## src/rtl/decode_pkg.sv

```systemverilog
// Shared definitions for the multi-lane RV32I decode stage: opcodes, control encodings, uop layout.
package decode_pkg;

    localparam int unsigned UOP_W = 108;

    // Bit offsets of each field inside a packed uop (LSB first)
    localparam int unsigned UOP_PC_LSB      = 0;
    localparam int unsigned UOP_OPCODE_LSB  = 32;
    localparam int unsigned UOP_FUNCT3_LSB  = 39;
    localparam int unsigned UOP_FUNCT7_LSB  = 42;
    localparam int unsigned UOP_RS1_LSB     = 49;
    localparam int unsigned UOP_RS2_LSB     = 54;
    localparam int unsigned UOP_RD_LSB      = 59;
    localparam int unsigned UOP_IMM_LSB     = 64;
    localparam int unsigned UOP_ALUOP_LSB   = 96;
    localparam int unsigned UOP_LSFLAG_LSB  = 98;
    localparam int unsigned UOP_CTRL_LSB    = 100;
    localparam int unsigned UOP_JUMP_BIT    = 106;
    localparam int unsigned UOP_ILLEGAL_BIT = 107;

    localparam logic [6:0] OP_R      = 7'b0110011;
    localparam logic [6:0] OP_IMM    = 7'b0010011;
    localparam logic [6:0] OP_LOAD   = 7'b0000011;
    localparam logic [6:0] OP_STORE  = 7'b0100011;
    localparam logic [6:0] OP_BRANCH = 7'b1100011;
    localparam logic [6:0] OP_JAL    = 7'b1101111;
    localparam logic [6:0] OP_JALR   = 7'b1100111;
    localparam logic [6:0] OP_LUI    = 7'b0110111;
    localparam logic [6:0] OP_AUIPC  = 7'b0010111;

    // ctrl = {regWrite, aluSrc, branch, memRead, memWrite, memToReg}
    localparam logic [5:0] CTRL_R      = 6'b100000;
    localparam logic [5:0] CTRL_IMM    = 6'b110000;
    localparam logic [5:0] CTRL_LOAD   = 6'b110101;
    localparam logic [5:0] CTRL_STORE  = 6'b010010;
    localparam logic [5:0] CTRL_BRANCH = 6'b001000;
    localparam logic [5:0] CTRL_JAL    = 6'b100000;

    localparam logic [1:0] ALU_ADD    = 2'b00;
    localparam logic [1:0] ALU_BRANCH = 2'b01;
    localparam logic [1:0] ALU_FUNCT  = 2'b10;
    localparam logic [1:0] ALU_LUI    = 2'b11;

    localparam logic [1:0] LS_NONE  = 2'b00;
    localparam logic [1:0] LS_STORE = 2'b01;
    localparam logic [1:0] LS_LOAD  = 2'b10;

    typedef struct packed {
        logic        illegal;
        logic        jump;
        logic [5:0]  ctrl;
        logic [1:0]  ls_flag;
        logic [1:0]  alu_op;
        logic [31:0] imm;
        logic [4:0]  rd;
        logic [4:0]  rs2;
        logic [4:0]  rs1;
        logic [6:0]  funct7;
        logic [2:0]  funct3;
        logic [6:0]  opcode;
        logic [31:0] pc;
    } uop_t;

endpackage

```

## src/rtl/decode_lane.sv

```systemverilog
// Combinational single-lane RV32I decoder: instruction + pc -> packed uop.
// Optional illegal-instruction detection is enabled by DECODE_ILLEGAL_CHK_EN.
module decode_lane
    import decode_pkg::*;
(
    input  logic [31:0] instr,
    input  logic [31:0] pc,
    output uop_t        uop_c
);

    logic [31:0] imm_i;
    logic [31:0] imm_s;
    logic [31:0] imm_b;
    logic [31:0] imm_u;
    logic [31:0] imm_j;

    assign imm_i = {{20{instr[31]}}, instr[31:20]};
    assign imm_s = {{20{instr[31]}}, instr[31:25], instr[11:7]};
    assign imm_b = {{19{instr[31]}}, instr[31], instr[7], instr[30:25], instr[11:8], 1'b0};
    assign imm_u = {instr[31:12], 12'b0};
    assign imm_j = {{11{instr[31]}}, instr[31], instr[19:12], instr[20], instr[30:21], 1'b0};

    always_comb begin
        uop_c        = '0;
        uop_c.pc     = pc;
        uop_c.opcode = instr[6:0];
        uop_c.funct3 = instr[14:12];
        uop_c.funct7 = instr[31:25];
        uop_c.rs1    = instr[19:15];
        uop_c.rs2    = instr[24:20];
        uop_c.rd     = instr[11:7];

        case (instr[6:0])
            OP_R: begin
                uop_c.ctrl   = CTRL_R;
                uop_c.alu_op = ALU_FUNCT;
            end
            OP_IMM: begin
                uop_c.ctrl   = CTRL_IMM;
                uop_c.alu_op = ALU_FUNCT;
                uop_c.imm    = imm_i;
            end
            OP_LOAD: begin
                uop_c.ctrl    = CTRL_LOAD;
                uop_c.ls_flag = LS_LOAD;
                uop_c.imm     = imm_i;
            end
            OP_STORE: begin
                uop_c.ctrl    = CTRL_STORE;
                uop_c.ls_flag = LS_STORE;
                uop_c.imm     = imm_s;
            end
            OP_BRANCH: begin
                uop_c.ctrl   = CTRL_BRANCH;
                uop_c.alu_op = ALU_BRANCH;
                uop_c.imm    = imm_b;
            end
            OP_JAL: begin
                uop_c.ctrl = CTRL_JAL;
                uop_c.jump = 1'b1;
                uop_c.imm  = imm_j;
            end
            OP_JALR: begin
                uop_c.ctrl = CTRL_IMM;
                uop_c.jump = 1'b1;
                uop_c.imm  = imm_i;
            end
            OP_LUI: begin
                uop_c.ctrl   = CTRL_IMM;
                uop_c.alu_op = ALU_LUI;
                uop_c.imm    = imm_u;
            end
            OP_AUIPC: begin
                uop_c.ctrl   = CTRL_IMM;
                uop_c.alu_op = ALU_ADD;
                uop_c.imm    = imm_u;
            end
            default: ;
        endcase

`ifdef DECODE_ILLEGAL_CHK_EN
        case (instr[6:0])
            OP_R:    uop_c.illegal = !(instr[31:25] == 7'b0000000 || instr[31:25] == 7'b0100000);
            OP_LOAD: uop_c.illegal = (instr[14:12] == 3'b011) || (instr[14:12] == 3'b110)
                                     || (instr[14:12] == 3'b111);
            OP_IMM, OP_STORE, OP_BRANCH, OP_JAL, OP_JALR, OP_LUI, OP_AUIPC:
                     uop_c.illegal = 1'b0;
            default: uop_c.illegal = 1'b1;
        endcase
        // Illegal lanes keep fields and seq but must not cause any side effects downstream
        if (uop_c.illegal) begin
            uop_c.ctrl    = '0;
            uop_c.alu_op  = '0;
            uop_c.ls_flag = '0;
            uop_c.jump    = 1'b0;
        end
`else
        uop_c.illegal = 1'b0;
`endif
    end

endmodule

```

## src/rtl/decode_bundle.sv

```systemverilog
// Multi-lane decode stage: parallel lane decode, sequence tagging, output register plus skid entry.
// Illegal-instruction detection in each lane is enabled by DECODE_ILLEGAL_CHK_EN.
module decode_bundle
    import decode_pkg::*;
#(
    parameter int unsigned WIDTH = 2,
    parameter int unsigned SEQ_W = 6,
    parameter int unsigned UOP_W = decode_pkg::UOP_W
) (
    input  logic                     clk,
    input  logic                     rst_n,
    input  logic                     flush,
    input  logic                     inValid,
    output logic                     inReady,
    input  logic [31:0]              inPc,
    input  logic [32*WIDTH-1:0]      inInstr,
    input  logic [WIDTH-1:0]         inMask,
    output logic                     outValid,
    input  logic                     outReady,
    output logic [WIDTH-1:0]         outLaneValid,
    output logic [UOP_W*WIDTH-1:0]   outUop,
    output logic [SEQ_W*WIDTH-1:0]   outSeq
);

    uop_t [WIDTH-1:0]         lane_uop;
    logic [UOP_W*WIDTH-1:0]   in_uop;
    logic [SEQ_W*WIDTH-1:0]   in_seq;
    logic [SEQ_W-1:0]         seq_next;
    logic [SEQ_W-1:0]         seq_run;

    logic                     skid_valid;
    logic [WIDTH-1:0]         skid_lv;
    logic [UOP_W*WIDTH-1:0]   skid_uop;
    logic [SEQ_W*WIDTH-1:0]   skid_seq;
    logic                     accept;
    logic                     drain;

    for (genvar i = 0; i < WIDTH; i++) begin : g_lane
        decode_lane u_lane (
            .instr (inInstr[32*i +: 32]),
            .pc    (inPc + 32'(4 * i)),
            .uop_c (lane_uop[i])
        );
        assign in_uop[UOP_W*i +: UOP_W] = inMask[i] ? UOP_W'(lane_uop[i]) : '0;
    end

    // Tags are handed out in lane order to valid lanes only; seq_run ends at the next free tag
    always_comb begin
        in_seq  = '0;
        seq_run = seq_next;
        for (int i = 0; i < WIDTH; i++) begin
            if (inMask[i]) begin
                in_seq[SEQ_W*i +: SEQ_W] = seq_run;
                seq_run = seq_run + SEQ_W'(1);
            end
        end
    end

    assign inReady = !skid_valid && !flush;
    assign accept  = inValid && inReady;
    assign drain   = outValid && outReady;

    always_ff @(posedge clk or negedge rst_n) begin
        if (!rst_n) begin
            seq_next     <= '0;
            outValid     <= 1'b0;
            outLaneValid <= '0;
            outUop       <= '0;
            outSeq       <= '0;
            skid_valid   <= 1'b0;
            skid_lv      <= '0;
            skid_uop     <= '0;
            skid_seq     <= '0;
        end else if (flush) begin
            outValid   <= 1'b0;
            skid_valid <= 1'b0;
        end else begin
            if (accept) begin
                seq_next <= seq_run;
            end
            if (skid_valid && drain) begin
                outLaneValid <= skid_lv;
                outUop       <= skid_uop;
                outSeq       <= skid_seq;
                skid_valid   <= 1'b0;
            end else if (!outValid || drain) begin
                outValid <= accept;
                if (accept) begin
                    outLaneValid <= inMask;
                    outUop       <= in_uop;
                    outSeq       <= in_seq;
                end
            end else if (accept) begin
                skid_valid <= 1'b1;
                skid_lv    <= inMask;
                skid_uop   <= in_uop;
                skid_seq   <= in_seq;
            end
        end
    end

endmodule

```

## config.mk

```make
export PLATFORM = sky130hd
export DESIGN_NAME = decode_bundle
export DESIGN_NICKNAME = d
export VERILOG_FILES = /design/src/rtl/decode_pkg.sv /design/src/rtl/decode_lane.sv /design/src/rtl/decode_bundle.sv
export SDC_FILE = /design/constraint.sdc
export NUM_CORES = 1
export LEC_CHECK = 0
export ABC_AREA = 1
export CORE_ASPECT_RATIO = 0.8
export CORE_MARGIN = 5
export CORE_UTILIZATION = 54
export DETAILED_ROUTE_END_ITERATION = 10
export MAX_ROUTING_LAYER = met4
export PLACE_DENSITY = 0.8
export SLEW_MARGIN = 15
export SYNTH_ARGS = -nofsm -noshare
export SYNTH_HDL_FRONTEND = slang
export SYNTH_SLANG_ARGS = --single-unit
```

## constraint.sdc

```tcl
create_clock -name clk -period 1.9 [get_ports clk]
set_input_delay 0.475 -clock clk [delete_from_list [all_inputs] [get_ports clk]]
set_output_delay 0.475 -clock clk [all_outputs]
set_load 0.05 [all_outputs]
```

======== After elaboration in Yosys (flattened, before gate mapping) ========
Cells that the tools add are included.
W data, S select, Z words.
word-level totals
  logic and storage cells ................. 96
  bits in registers ....................... 468
  output and inout bits ................... 232
operators by class
  reductions and logical operators ........ 29
  equality and inequality tests ........... 20
  mux-type cells .......................... 32
  bitwise gates (word level) .............. 3
  add/sub/neg operators ................... 3
operators with widths
  operator                 number
  $mux W216                3
  $pmux W32 S5             2
  $mux W107                2
  $pmux W6 S5              2
  $eq A7 B6 Y1 const B     6
  $eq A7 B7 Y1 const B     6
  $mux W12                 3
  $add A32 B3 Y32 const B  1
  $eq A7 B5 Y1 const B     4
  $mux W6                  4
  $reduce_or A2 Y1         8
  $eq A7 B2 Y1 const B     2
  $add A6 B1 Y6 const B    2
  $pmux W2 S3              2
  $mux W1                  9
  $pmux W2 S2              2
  $reduce_or A4 Y1         2
  $mux W2                  3
  $reduce_and A2 Y1        3
  $reduce_bool A2 Y1       3
  $reduce_or A3 Y1         2
  $logic_and A1 B1 Y1      4
  $reduce_and A4 Y1        1
  $logic_not A1 Y1         3
  6 further kinds          8

======== Longest topological paths before layout ========
Gate-level depths: netlist of run 1.
  depth after elaboration ................. 7
  depth in mapped cells ................... 12

======== Modules after synthesis ========
From an unflattened synthesis of run 1, not the netlist that was laid out.
second synthesis, totals
  cell total of the unflattened synthesis .. 2898
  area, all modules ....................... 22937.0 µm²
modules (own cells, without submodules)
  module         times used  sequential area each (µm²)  area an instance (µm²)  cells an instance
  decode_bundle  1           11711.2                     20742.4                 2494
  decode_lane    2           0.0                         1097.3                  202

======== Worst setup path after synthesis of run 1 ========
No wires, ideal clock.
  path type ............................... input to register
  start point ............................. input port flush
  end point ............................... register outUop[204]
  data arrival time ....................... 2394 ps
  path slack .............................. -621 ps
  required time ........................... 1773 ps
  stages .................................. 10
  cell sequence ........................... nor2_1 -> nand2_2 -> nand2_1 -> inv_2 -> nor3_4 -> inv_2 -> buf_2 -> clkbuf_1 -> nand2_1 -> o21ai_0
between the ends
  longest elaborated chain between the ends .. 5
RTL lines
  item                             line                 RTL
  start, declared                  decode_bundle.sv:12  input logic flush,
  $logic_not A1 Y1                 decode_bundle.sv:59  assign inReady = !skid_valid && !flush;
  $logic_and A1 B1 Y1              decode_bundle.sv:59
  $logic_and A1 B1 Y1              decode_bundle.sv:60  assign accept = inValid && inReady;
  $reduce_bool A2 Y1 (no line)     n/a
  $reduce_and A3 Y1 (no line) (*)  n/a
  end signal, assigned             decode_bundle.sv:83  outUop <= skid_uop;
  end signal, assigned             decode_bundle.sv:90  outUop <= in_uop;
  end, declared                    decode_bundle.sv:21  output logic [UOP_W*WIDTH-1:0] outUop,
Mark *: on every way between the ends. The rest lies on a longest branch, timed or not.
A chain may end at the register's enable or synchronous reset.

======== Worst setup path in the final report of run 1 ========
  start point ............................. register skid_valid
  end point ............................... output port inReady
between the ends
  longest elaborated chain between the ends .. 2
RTL lines
  item                    line                 RTL
  start, declared         decode_bundle.sv:31  logic skid_valid;
  start signal, assigned  decode_bundle.sv:70  skid_valid <= 1'b0;
  start signal, assigned  decode_bundle.sv:76  skid_valid <= 1'b0;
  start signal, assigned  decode_bundle.sv:85  skid_valid <= 1'b0;
  $logic_not A1 Y1        decode_bundle.sv:59
  $logic_and A1 B1 Y1     decode_bundle.sv:59
  end, declared           decode_bundle.sv:14  output logic inReady,
No other way between the ends.

==> results.cfg, run 1 <==
[sta]
layout_min_cycle_time_ns = 1.859
setup-violations-final = 0
report.final.hold_viol_count = 0
fmaxAchievable_mhz = 538.0
clock_skew_ns = 0.01314
holdWs_ns = 0.3057
timing.final.crit_share_pct = 97.83
finalMaxSlewViolations = 0

[detailed_routing]
routed-wl-met3_um = 6492
routed_met1_length_um = 29300
drt_first_iter_violations = 2238
vias = 21620
drt-wirelength-per-cell_um = 18.79
top_signal_layer_used = met4
vias_per_cell = 5.665
detail-route-antenna-nets = 0
detailroute.wirelength.met2_um = 33830
postRouteWirelength_um = 71710
detailedRoute.firstPassIterationCount = 7
remaining_drc_errors = 0

[logic_synthesis]
seq_area_frac_synth_pct = 53.13
synthCells = 2799
postSynthRegisterBits = 456
syn_area_um2 = 21480
postSynth.asyncResetShare_pct = 100.0
postSynth.topFlopCell = dfrtp_1
postSynthAreaPerCell_um2 = 7.673
synth_cell_type_count = 37
ys_warn_count = 0
post_synth_edffs = 0

[clocking]
h-tree-depth = 2
cts_sinks = 456
clk_root_buffer_cell = clkbuf_16
cts_tree = built
worst_setup_hold_path_clk_slew_ns = 0.06
clk_path_buf_depth = 3
cts_made_buffers = 46
clk_latency_ns = 0.57

[die]
die_w_um = 233.0
rows = 65
io-pin-count = 335
die_span_y_um = 188.4
initial_core_util_pct = 54.56
die_area_um2 = 43890
placeableCoreArea_um2 = 39360

[setup_path]
critPathCaptureType = primary output
data_arrival_time_of_the_worst_path_ns = 1.38
worstPathMaxFanout = 3
crit_family = flip-flops
timing.rr.start = skid_valid
cpPeakStageDelay_ns = 0.44
worst-setup-path-type = reg2out
worst_path_max_delay_cell = dfrtp_2
worst_path_required_ns = 1.42
worst-r2r-setup-slack_ns = 0.06
worst_r2r_path_depth = 10
critical_path.n_buffers_inverters = 2
start_kind = flop
reg2reg_to = outUop[125]
timing.critical_path.cells = nor2_4 > buf_6 > buf_12

[power_and_ir_drop]
finalPower_mw = 28.80
vdd_drop_max_mv = 0.7919
leakage_nw = 14.52
power_per_cell_area_nw_per_um2 = 1016

[finish]
filler_cell_count = 3073
post_route_cells_drive_above_1_share_pct = 18.25
final_nets = 3352
layout.area.seq_um2 = 11410
syn_to_final_growth_pct = 31.98
most-common-layout-cells = nand2_1 (1,048), dfrtp_1 (454), buf_4 (424)
multiInputGateArea_um2 = 9020
final_common_cell = nand2_1

[global_routing]
grt_util_all_layers_pct = 32.81
first_pass_grt_wire_length_um = 112900
first_global_vias = 20770
grt-ovfl-total = 0
grt_antenna_before_repair = 3
grt_max_degree = 90

[flow_run]
timing.max_cap.violations = 0

[hold_path]
min_delay_worst_endpoint = outSeq[2]
worstHoldPathType = in2reg
hold_path.startpoint = inMask[0]
min_path_cells = 3

[run_status]
status = finished clean

[place]
half_perimeter_wire_length_after_detailed_placement_um = 49940
numPortBuffers = 332
finalWeightedCongestion = 1.008
## kinds of logic (layout without fill, tap and decap cells)
logic type	count (synthesis)	count (layout)	synth area share, %
AND/OR/NAND/NOR	1594	1594	29.43
AO/OA/AOI/OAI	459	459	11.70
other	1	5	0.01746
buffers and inverters	281	758	5.307
adder cells (fa/ha/maj)	5	5	0.2913
flip-flops	456	456	53.13
XOR/XNOR	3	3	0.1224
## what timing repair did
action / 4_1_cts / 5_1_grt
buffers inserted: 0 / 3
endpoints found under the setup margin: 0 / 129
hold buffers: 1 / 0
hold endpoints to repair: 21 / 0
gates resized for setup: 0 / 30
## worst max-delay path by stage
| stage | start | endpoint | slack [ns] | depth (start not counted) |
|---|---|---|---|---|
| after floorplan | flush | skid_seq[9] | -0.004 | 9 |
| after global placement | inPc[6] | outUop[125] | -0.49 | 8 |
| after detailed placement | inInstr[32] | skid_uop[201] | -0.51 | 10 |
| after CTS | skid_valid | inReady | 0.003 | 3 |
| after global routing | inInstr[1] | outUop[90] | -0.06 | 13 |
| final | skid_valid | inReady | 0.04 | 3 |
## cells in the mapped netlist (all sizes together) (2+ instances only)
library cell  count  area share [%]
nor3             11            0.33
nand3           185             4.3
nand4            11            0.32
a21oi            82             1.9
o21ai           242             5.6
a22o              5            0.20
nor2            323             5.7
xor2              2           0.082
o22ai            11            0.32
or2               8            0.23
inv              94             1.6
dfrtp           456              53
ha                5            0.29
clkbuf          124             2.2
nand2          1055              18
o21bai            6            0.21
a31oi           100             2.9
buf              63             1.5
o22a              8            0.33
## worst reg2reg max path, stage by stage, from the launching register on
cell and delay (ns):
dfrtp_2 0.44, nor2_4 0.13, nand2_4 0.07, nand2_2 0.06, inv_2 0.05, nor3_4 0.19, buf_12 0.18, inv_6 0.11
buf_12 0.18, a21oi_1 0.21, a21oi_1 0.10
## cell type report
type	instances	share of cell area (%)
Multi-Input combinational cell	2063	31.82
Sequential cell	456	40.26
Tap cell	536	2.366
Inverter	94	1.298
Timing Repair Buffer	583	18.86
Clock buffer	66	4.904
Clock inverter	15	0.4590
Antenna cell	3	0.02648
## layer usage
layer  vias up  global-route usage, %
met5         -                      -
met4         0                  9.857
met3       130                  5.032
met2      1122                  51.38
met1     10420                  44.89
li1       9952                      -
## state kept, by name, indices dropped and copies added (netlist names)
register and flops:
outUop 210, skid_valid 1, skid_lv 2, skid_seq 12, skid_uop 210, seq_next 6
outLaneValid 2, outValid 1, outSeq 12
## through the flow
step	cells	setup WS (ns)	TNS [ns]	util [%]	area, um^2
after floorplan	2800	-0.003526	-0.008983	-	21530
after global placement	3726	-0.4897	-132.77	67.70	26650
after detailed placement	3726	-0.5066	-155.17	67.70	26650
after CTS	3808	0.002794	0	71.58	28180
after global routing	3816	-0.05582	-0.3616	72.02	28350
final	3816	0.04128	0	72.02	28350
## report_power, final
part | internal (mW) | switching [mW]
Clock | 5.34 | 3.89
Sequential | 11.1 | 1.03
Combinational | 2.44 | 5.05
Note: power is estimated with default switching activity, not from simulation.
==> run 2, diff against run 1 <==
--- a/config.mk
+++ b/config.mk
@@ -7,7 +7,7 @@
 export LEC_CHECK = 0
 export ABC_AREA = 1
 export CORE_ASPECT_RATIO = 0.8
-export CORE_MARGIN = 5
+export CORE_MARGIN = 3
 export CORE_UTILIZATION = 54
 export DETAILED_ROUTE_END_ITERATION = 10
 export MAX_ROUTING_LAYER = met4
==> run 2 against run 1 <==
  * Global-route usage increased by 1.5 points
  * Power decreased by 0.23%
  * First-iteration DRC count increased by 5.5%
  * Critical endpoint is now outUop[207]
  * Highest routed layer unchanged
  * Wire length decreased by 1.7%
  * Design area decreased by 0.94%
  * Sequential share of layout area increased by 0.38 points
  * Clock skew about the same
  * Combinational power decreased by 0.5%
==> results.cfg, run 2 (synthesis results as in run 1) <==
[die]
die_span_y_um = 184.4
io-pin-count = 335
placeableCoreArea_um2 = 38760
rows = 64
initial_core_util_pct = 55.42
die_area_um2 = 42220
die_w_um = 229.0

[finish]
reg.largest.list = outUop x210, skid_uop x210
final_common_cell = nand2_1
post_route_cells_drive_above_1_share_pct = 17.66
final_nets = 3334
layoutNonFillerInstCount = 3793
syn_to_final_growth_pct = 30.74
most-common-layout-cells = nand2_1 (1,049), dfrtp_1 (454), buf_4 (418)

[global_routing]
grt_util_all_layers_pct = 34.32
grt_max_degree = 91
grt-ovfl-total = 0
first_pass_grt_wire_length_um = 113500
grtUsageMet2_pct = 52.90
grt.met3_usage_pct = 6.103
groute.layer.met1.usage_pct = 45.94
first_global_vias = 20950
gr-max-usage-layer = met2
grt_antenna_before_repair = 4

[setup_path]
reg2reg_to = outUop[179]
data_arrival_time_of_the_worst_path_ns = 1.40
start_kind = flop
worst-r2r-setup-slack_ns = 0.06
crit_family = flip-flops
timing.rr.start = skid_valid
worst_path_max_delay_cell = dfrtp_1
timing.critical_path.cells = buf_12
worst-setup-path-type = reg2out
worstPathMaxFanout = 4
cpPeakStageDelay_ns = 0.62
worst_r2r_path_depth = 9
cp_num_cells = 1
critPathCaptureType = primary output
critical_path.n_buffers_inverters = 1
worst_path_required_ns = 1.42

[sta]
layout_min_cycle_time_ns = 1.871
tightestPinTransition_ns = 0.5685
finalMaxSlewViolations = 0
timing.final.crit_share_pct = 98.50
setup-violations-final = 0
setup_repair_after_global_routing_missed_its_margin = yes
report.final.hold_viol_count = 0
clock_skew_ns = 0.01309
max-slew-margin-rel_pct = 62.10
fmaxAchievable_mhz = 534.4

[detailed_routing]
postRouteWirelength_um = 70460
drt-wirelength-per-cell_um = 18.58
remaining_drc_errors = 0
detail-route-antenna-nets = 0
detailedRoute.firstPassIterationCount = 6
vias_per_cell = 5.690
vias = 21580
drt_first_iter_violations = 2360

[place]
finalWeightedCongestion = 0.9430
half_perimeter_wire_length_after_detailed_placement_um = 49400
numPortBuffers = 332
placed_cells_incl_taps = 3703

[clocking]
worst_setup_hold_path_clk_slew_ns = 0.06
cts_tree = built
clk_latency_ns = 0.56
clk_root_buffer_cell = clkbuf_16
cts_made_buffers = 46
cts_sinks = 456
clk_path_buf_depth = 3
h-tree-depth = 2

[power_and_ir_drop]
power_per_cell_area_nw_per_um2 = 1023
vdd_drop_max_mv = 1.054
leakage_nw = 14.38
finalPower_mw = 28.74

[flow_run]
timing.max_cap.violations = 0

[hold_path]
hold_path.startpoint = inMask[0]
worstHoldPathType = in2reg
min_delay_worst_endpoint = skid_seq[1]
min_path_cells = 3

[run_status]
status = finished clean
## run 2: cell types whose count changed in the layout (fill, tap and decap cells not counted), moves of 3 or more
cell	delta
nor2_2	-3
buf_4	-6
clkinv_2	-5
clkbuf_8	+5
buf_6	-3
nor2_1	+3
buf_12	-9
## run 2: timing repair
item | in CTS | in global routing
resized for setup | 0 | 24
setup endpoints to repair | 0 | 115
hold buffers | 1 | 0
setup buffers | 0 | 1
endpoints found under the hold margin | 21 | 0
## run 2: stage by stage
stage          setup slack (ns)  utilization, %  cell area [um^2]   TNS [ns]  hold slack, ns
6_report                0.02859           72.45             28080          0          0.2653
5_1_grt                -0.01473           72.45             28080   -0.01620          0.2949
4_1_cts                0.004053           72.16             27970          0          0.2493
3_5_place_dp            -0.5616           68.18             26420    -164.70          0.3610
3_3_place_gp            -0.4508           68.18             26420    -143.01          0.3648
2_1_floorplan         -0.003526               -             21530  -0.008983          0.1794
## run 2: worst max-delay path by stage
stage	start	end	slack, ns
finish	outUop[210]	outUop[207]	0.03
detailed placement	inInstr[2]	skid_uop[83]	-0.56
global route	skid_valid	outSeq[5]	-0.01
global placement	flush	outUop[70]	-0.45
CTS	skid_valid	inReady	0.004
floorplan	flush	skid_seq[9]	-0.004
## run 2: per-layer routing
metal	share of wire, %	vias to the layer above
met5	0	-
met2	46	1153
li1	-	9912
met3	9.2	179
met1	41	10340
met4	4.0	0
## run 2: power breakdown
group	internal (mW)	leakage, nW	switching, mW
clock	5.29	0.751	3.91
combinational	2.45	7.73	5.01
sequential	11.1	5.90	1.02
total	18.8	14.4	9.94
## run 2: final cells by class
type | count | area, um^2
diodes | 4 | 10.01
clock buffers | 72 | 1463
clock inverters | 11 | 71.32
fillers | 2996 | 10680
inverters | 94 | 367.9
multi-input cells | 2063 | 8997
flip-flops and latches | 456 | 11410
well taps | 528 | 660.6
repair buffers | 565 | 5096
==> run 3, diff against run 2 <==
--- a/config.mk
+++ b/config.mk
@@ -12,7 +12,6 @@
 export DETAILED_ROUTE_END_ITERATION = 10
 export MAX_ROUTING_LAYER = met4
 export PLACE_DENSITY = 0.8
-export SLEW_MARGIN = 15
 export SYNTH_ARGS = -nofsm -noshare
 export SYNTH_HDL_FRONTEND = slang
 export SYNTH_SLANG_ARGS = --single-unit
==> results of run 3 <==
The final DEF is identical to that of run 2; final timing and power are the same.
